**src/rtl/phy_tx.sv**
```systemverilog
// phy_tx: two-lane transmit serializer.
// After enable it sends SYNC_COUNT COM symbols on both lanes so the receiver
// can lock, then serializes one byte per lane every 8 clocks, MSB first.
// A lane with no valid byte at a byte boundary sends the IDLE symbol instead.
// The serial outputs are the MSBs of the per-lane shift registers, so they
// are registered.
module phy_tx #(
  parameter int unsigned SYNC_COUNT = 4,
  parameter logic [7:0]  COM        = 8'hBC,
  parameter logic [7:0]  IDLE       = 8'h7C
) (
  input  logic       clk,
  input  logic       reset,
  input  logic       enable,
  input  logic [7:0] data_in_0,
  input  logic       valid_in_0,
  input  logic [7:0] data_in_1,
  input  logic       valid_in_1,
  output logic       ready,
  output logic       active,
  output logic       D_0,
  output logic       D_1
);

  // Wide enough to count up to SYNC_COUNT, which is reached on the last
  // COM boundary as the link moves to ACTIVE.
  localparam int unsigned SYNC_W = $clog2(SYNC_COUNT + 1);
  localparam logic [SYNC_W-1:0] LAST_SYNC = SYNC_W'(SYNC_COUNT - 1);

  typedef enum logic [1:0] {
    ST_OFF,
    ST_SYNC,
    ST_ACTIVE
  } state_t;

  state_t            state, next_state;
  logic [2:0]        bit_cnt, next_bit_cnt;
  logic [SYNC_W-1:0] sync_cnt, next_sync_cnt;
  logic [7:0]        shift_0, next_shift_0;
  logic [7:0]        shift_1, next_shift_1;
  logic              boundary;
  logic [7:0]        lane_byte_0;
  logic [7:0]        lane_byte_1;

  // Byte offered on each lane at a boundary: the source byte when valid,
  // otherwise the filler symbol.
  always_comb begin
    lane_byte_0 = valid_in_0 ? data_in_0 : IDLE;
    lane_byte_1 = valid_in_1 ? data_in_1 : IDLE;
    boundary    = (bit_cnt == 3'd7);
  end

  // Next-state logic: sequencing of OFF -> SYNC burst -> ACTIVE, plus the
  // per-lane shifting and byte loading; ready is only ever raised when a
  // new byte is being taken from the source.
  always_comb begin
    next_state    = state;
    next_bit_cnt  = bit_cnt;
    next_sync_cnt = sync_cnt;
    next_shift_0  = shift_0;
    next_shift_1  = shift_1;
    ready         = 1'b0;

    case (state)
      ST_OFF: begin
        next_bit_cnt = 3'd0;
        next_shift_0 = 8'h00;
        next_shift_1 = 8'h00;
        if (enable) begin
          next_state    = ST_SYNC;
          next_sync_cnt = '0;
          next_shift_0  = COM;
          next_shift_1  = COM;
        end
      end

      ST_SYNC: begin
        next_bit_cnt = bit_cnt + 3'd1;
        next_shift_0 = {shift_0[6:0], 1'b0};
        next_shift_1 = {shift_1[6:0], 1'b0};
        if (boundary) begin
          next_sync_cnt = sync_cnt + SYNC_W'(1);
          if (!enable) begin
            next_state    = ST_OFF;
            next_sync_cnt = '0;
            next_shift_0  = 8'h00;
            next_shift_1  = 8'h00;
          end else if (sync_cnt == LAST_SYNC) begin
            next_state   = ST_ACTIVE;
            ready        = 1'b1;
            next_shift_0 = lane_byte_0;
            next_shift_1 = lane_byte_1;
          end else begin
            next_shift_0 = COM;
            next_shift_1 = COM;
          end
        end
      end

      ST_ACTIVE: begin
        next_bit_cnt = bit_cnt + 3'd1;
        next_shift_0 = {shift_0[6:0], 1'b0};
        next_shift_1 = {shift_1[6:0], 1'b0};
        if (boundary) begin
          if (!enable) begin
            next_state    = ST_OFF;
            next_sync_cnt = '0;
            next_shift_0  = 8'h00;
            next_shift_1  = 8'h00;
          end else begin
            ready        = 1'b1;
            next_shift_0 = lane_byte_0;
            next_shift_1 = lane_byte_1;
          end
        end
      end

      default: begin
        next_state    = ST_OFF;
        next_bit_cnt  = 3'd0;
        next_sync_cnt = '0;
        next_shift_0  = 8'h00;
        next_shift_1  = 8'h00;
      end
    endcase
  end

  // State register; reset abandons any partially sent byte immediately.
  always_ff @(posedge clk or negedge reset) begin
    if (!reset) begin
      state    <= ST_OFF;
      bit_cnt  <= 3'd0;
      sync_cnt <= '0;
      shift_0  <= 8'h00;
      shift_1  <= 8'h00;
    end else begin
      state    <= next_state;
      bit_cnt  <= next_bit_cnt;
      sync_cnt <= next_sync_cnt;
      shift_0  <= next_shift_0;
      shift_1  <= next_shift_1;
    end
  end

  // Serial lanes come straight from the shift register MSBs.
  always_comb begin
    D_0    = shift_0[7];
    D_1    = shift_1[7];
    active = (state == ST_ACTIVE);
  end

endmodule

```
**config.mk**
```make
export PLATFORM = sky130hd
export DESIGN_NAME = phy_tx
export DESIGN_NICKNAME = d
export VERILOG_FILES = /design/src/rtl/phy_tx.sv
export SDC_FILE = /design/constraint.sdc
export NUM_CORES = 1
export LEC_CHECK = 0
export BUFFER_PORTS_ARGS = -buffer_cell sky130_fd_sc_hd__buf_2
export CAP_MARGIN = 20
export CORE_ASPECT_RATIO = 0.5
export CORE_UTILIZATION = 35
export CTS_BUF_LIST = sky130_fd_sc_hd__clkbuf_4 sky130_fd_sc_hd__clkbuf_8 sky130_fd_sc_hd__clkbuf_16
export CTS_CLUSTER_DIAMETER = 40
export DETAILED_ROUTE_END_ITERATION = 8
export PLACE_DENSITY_LB_ADDON = 0.15
export SLEW_MARGIN = 10
export SYNTH_ARGS = -nofsm -noshare
export SYNTH_HDL_FRONTEND = slang
export SYNTH_SLANG_ARGS = --single-unit
export TNS_END_PERCENT = 100
```
**constraint.sdc**
```tcl
create_clock -name clk -period 1.9 [get_ports clk]
set_input_delay 0.095 -clock clk [delete_from_list [all_inputs] [get_ports clk]]
set_output_delay 0.095 -clock clk [all_outputs]
set_load 0.01 [all_outputs]
```
# After elaboration in Yosys (flattened, before gate mapping)
# Cells that the tools add are included.
[totals] regBits=24
[classes] add_sub_neg=2 reduce_logical=4 muxes=35 eq_ne=9
[op_table] cell="8-bit 2-to-1 mux" count=13
[op_table] cell="8-bit one-hot mux with 3 select lines" count=2
[op_table] cell="3-bit 2-to-1 mux" count=6
[op_table] cell="2-bit 2-to-1 mux" count=6
[op_table] cell="3-bit one-hot mux with 3 select lines" count=1
[op_table] cell="3-bit by 1-bit adder with 3-bit output, second input constant" count=2
[op_table] cell="2-bit != test, second input constant" count=3
[op_table] cell="2-bit one-hot mux with 3 select lines" count=1
[op_table] cell="1-bit 2-to-1 mux" count=5
[op_table] cell="5-bit AND reduction" count=1
[op_table] cell="4-bit AND reduction" count=1
[op_table] cell="3-bit by 2-bit equality test with 1-bit output, second input constant" count=1
[op_table] cell="3-bit equality test, second input constant" count=1
[op_table] cell="3-bit != test, second input constant" count=1
[op_table] cell="2-bit by 1-bit equality test with 1-bit output, second input constant" count=1
[op_table] cell="2-bit equality test, second input constant" count=1
[op_table] cell="2-bit zero test" count=1
[op_table] cell="2-bit by 1-bit != test with 1-bit output, second input constant" count=1
[op_table] cell="1-bit one-hot mux with 2 select lines" count=1
[op_table] cell="2-bit OR reduction" count=1

# Depth between registers and ports, before layout
[depth] word_depth=5 depth_mapped=7

# Least setup slack after synthesis
# Ideal clock, no wire load.
[synth_path] path_kind="reg-to-reg" from="reg bit_cnt[0]" to="reg sync_cnt[0]" n_path_buf=1 arrival_time_ns=1.467 period_less_slack_ns=1.592 slack_ns=0.308 required_time_ns=1.775 path_stages_with_launch=7 path_cell_list="dfrtp_1 ha_1 ha_1 clkbuf_2 o21bai_4 nand2_2 mux2_4"
[synth_via] elab_chain_len=3 elab_cells_between_ends=4 cone_classes="eq/ne: 3; reduce/logical: 1"
[synth_lines] item="from (decl)" line_no="37" rtl="logic [2:0] bit_cnt, next_bit_cnt;"
[synth_lines] item="from (signal assigned)" line_no="138" rtl="bit_cnt <= next_bit_cnt;"
[synth_lines] item="3-bit equality test (*)" line_no="50" rtl="boundary = (bit_cnt == 3'd7);"
[synth_lines] item="2-bit != test (no line) / 2-bit by 1-bit != test with 1-bit output (equally long branches)"
[synth_lines] item="4-bit AND reduction (no line) (*)"
[synth_lines] item="to (signal assigned)" line_no="139" rtl="sync_cnt <= next_sync_cnt;"
[synth_lines] item="to (decl)" line_no="38" rtl="logic [SYNC_W-1:0] sync_cnt, next_sync_cnt;"
# Every way passes the cells marked *; elsewhere a longest branch is shown, timed or not.
# A chain may end at the register's enable or synchronous reset.

# Final worst setup path
[layout_path] from="reg state[0]" to="out ready"
[layout_via] elab_chain_len=2 elab_cells_between_ends=3 cone_classes="eq/ne: 2; mux: 1"
[layout_lines] item="from (decl)" line_no="36" rtl="state_t state, next_state;"
[layout_lines] item="from (signal assigned)" line_no="137" rtl="state <= next_state;"
[layout_lines] item="2-bit equality test / 2-bit by 1-bit equality test with 1-bit output (equally long branches)" line_no="64" rtl="case (state)"
[layout_lines] item="1-bit one-hot mux with 2 select lines (*)" line_no="64"
[layout_lines] item="to (decl)" line_no="19" rtl="output logic ready,"
# Marks and branches as above.

==> summary.md <==
| Metric | Value |
|---|---|
| Crit. End Element | `output port` |
| DRT iter0 DRCs | `a little over 40` |
| Total GRT Usage | `0.154` |
| Req. time, crit path | `1.80 ns` |
| Worst R2R End | `state[0]` |
| Combinational power share | `0.374` |
| Postcts setup bufs | `0` |
| Reg power frac | `0.391` |
| Clock Pin Slew Worst Setup and Hold Paths | `about 0.09 ns` |
| Grt total ovfl | `0` |
| Synth async-reset ratio | `1.00` |
| Period utilisation layout | `0.905` |
| Crit path max-delay cell type | `ha_1` |
| Worst rel slew slack | `0.633` |
| Drt wl/cell | `13.8 µm` |
| Setup TNS | `0 ns` |
| Layout area overhead | `17.3%` |
| Final Util | `0.440` |
| Pint | `1.28 mW` |
| Crit path arrival time | `1.62 ns` |
| Final Hold Viols | `0` |
| PostCTS Resize Cnt | `0` |
| Top FF cell, synth | `dfrtp_1` |
| Lkg Pwr | `between 0.7 and 0.8 nW` |
| Pwr Total | `between 1.5 and 2 mW` |
| DR vias | `between 900 and 1k` |
| Chip height | `approximately 45 µm` |
| Max Root-Sink Buffers | `2` |
| Pre-Repair DR Iteration Count | `4` |
| Number of cell rows | `15` |
| CP max FO | `8` |
| Synth warn | `0` |
| Share of cells above drive strength 1 | `0.262` |
| Endpoints failing setup | `0` |
| Synth Register Bits | `24` |
| Clock Skew | `between 0.004 and 0.005 ns` |
| Num CTS Buffers | `3` |
| Clk_lat worst skew | `~0.27 ns` |
| Register area share after synthesis | `0.454` |
| Post-layout minimum cycle time | `1.72 ns` |
| Switch share | `0.332` |
| CP Depth | `5` |
| Pwr/cell area | `1240 mW/mm²` |
| CP startpoint kind | `register` |
| MaxCap Viol Count | `0` |
| EDFF count, synth | `0` |
| Peak Freq | `about 580 MHz` |
| Post-DP HPWL | `around 1.9 mm` |
| RSZ-0062 raised after global routing | `no` |
| Mapped cell area | `roughly 0.0013 mm²` |
| M1 WL | `roughly 1.4 mm` |
| I/O pin total | `25` |
| Max Slew Vio Count | `0` |
| Chip width | `slightly below 90 µm` |
| Cells after Synth | `between 100 and 150` |
| First-pass GRT wire length | `roughly 4.6 mm` |
| HP Start | `data_in_1[0]` |
| Max IR drop VDD | `between 0.3 and 0.4 mV` |
| Diode count | `0` |
| RR Startpoint | `state[1]` |
| Reg2Reg Depth | `5` |
| Synth unique cells | `29` |
| Vias in the first global route | `between 900 and 1k` |
| Finished Cell Area | `~0.0016 mm²` |
| P_sw | `0.637 mW` |
| Share of the synthesized area in the top cell type | `0.454` |
| Gpl congestion | `0.718` |
| Initial antenna violation count | `0` |
| Routed wl met3 | `between 100 and 150 µm` |
| Highest metal used | `met4` |
| Setup CP Type | `register to output port` |
| CTS root buf | `clkbuf_8` |
| Largest net degree at the start of global routing | `25` |
| Worst Hold End | `shift_1[0]` |
| Largest cells by area after synthesis | `dfrtp_1 (45%), ha_1 (8.5%), nand2b_1 (6.1%)` |
| FF+latch area | `around 600 µm²` |
| Met2 WL | `~1.2 mm` |
| Total Nets Final | `180` |
| ANT nets after route | `0` |
| Multi-input logic area | `approximately 670 µm²` |
| Critical path's top delay family | `adder cells` |
| IO Port Bufs | `24` |
| Crit-path max cell delay | `between 0.4 and 0.5 ns` |
| Outcome | `finished, final reports clean` |
| Hold path depth | `2` |
| Flop2flop setup slack | `~0.19 ns` |
| CTS sink cnt | `24` |
| Hold Slack | `roughly 0.05 ns` |
| DRC violations left | `0` |
| Die area | `0.00404 mm²` |
| Syn Nets | `155` |
| Measured slew at the worst slew-check pin | `roughly 0.55 ns` |
| Worst-path cell chain | `inv_1, ha_1, o21ai_0, nor2_1, buf_2` |
| Avg Inst Size Synth | `~11 µm²` |
| Starting density of the core | `0.375` |
| Routed vias/inst | `4.90` |
| H-tree lvl count | `1` |
| Area after DPL | `around 0.0015 mm²` |
| Final wirelength | `approximately 2.8 mm` |
| Post-synth top area cell | `dfrtp_1` |
| Core area | `between 0.003 and 0.004 mm²` |
| Clock power share | `0.235` |
| Worst path bufs/invs | `2` |
| Worst hold path type | `input pin to register` |
| TritonCTS clock tree | `done` |
| Fillers | `approximately 360` |
-- power groups by stage --
stage	clock network, mW	logic [mW]	registers [mW]
2_1_floorplan	0	0.569	0.752
3_3_place_gp	0	0.712	0.760
3_5_place_dp	0	0.717	0.762
4_1_cts	0.470	0.728	0.752
5_1_grt	0.494	0.813	0.771
6_report	0.452	0.718	0.750
-- cells in the final DEF, fill, tap and decap left out, drive strengths merged, types with 9 or more instances in the layout --
master / instances
o21ai: 11
nand2: 14
ha: 9
dfrtp: 24
buf: 24
a31oi: 12
nand2b: 13
-- cell usage after synthesis (all sizes together), types with 3 or more instances --
master	number
ha	9
inv	4
nand2b	13
nand2	14
o21ai	11
mux2	4
a31oi	12
a21oi	3
clkbuf	3
and2	4
and3	3
nor2	4
dfrtp	24
-- worst reg2reg max path: stages (launching register included) --
cell,delay (ns)
dfrtp_1,0.42
inv_1,0.09
ha_1,0.38
nand2_1,0.19
o211ai_2,0.20
mux2_4,0.32
-- timing repair --
item	in CTS	in global routing
hold buffers	1	0
endpoints found under the hold margin	24	0
setup endpoints to repair	0	0
-- metal layers --
layer  up-vias  track usage
li1        486            -
met1       472        0.202
met2        18        0.252
met3         4       0.0489
met4         0       0.0381
met5         -            0
-- metrics by stage --
step | worst slack, ns | cells
2_1_floorplan | 0.308 | 125
3_3_place_gp | 0.220 | 195
3_5_place_dp | 0.219 | 195
4_1_cts | 0.173 | 200
5_1_grt | 0.0463 | 200
6_report | 0.180 | 200
-- layout make-up --
class | instances | share of cell area
clock inverters | 1 | 0.0194
inverters | 4 | 0.00968
clock buffers | 3 | 0.0266
well taps | 51 | 0.0411
multi-input cells | 92 | 0.432
repair buffers | 25 | 0.0839
flip-flops and latches | 24 | 0.387
-- flip-flops by register name, indices dropped and copies added, names as in the netlist --
name and count:
bit_cnt 3, shift_0 8, shift_1 8, state 2, sync_cnt 3
-- worst max path at each step --
stage                       end  startpoint
finish                    ready    state[0]
global route         shift_1[5]    state[1]
CTS                       ready    state[0]
detailed placement     state[0]    state[1]
global placement    sync_cnt[0]  bit_cnt[0]
floorplan           sync_cnt[0]  bit_cnt[0]
-- kinds of logic after synthesis --
family	Yosys count	share of synthesized area
and+or+nand+nor	44	0.180
AOI/OAI and AO/OA	34	0.180
DFF	24	0.454
buffers and inverters	9	0.0388
adders and majority gates	9	0.0851
muxes	5	0.0624
No activity file was read; power rests on OpenSTA's default activity.
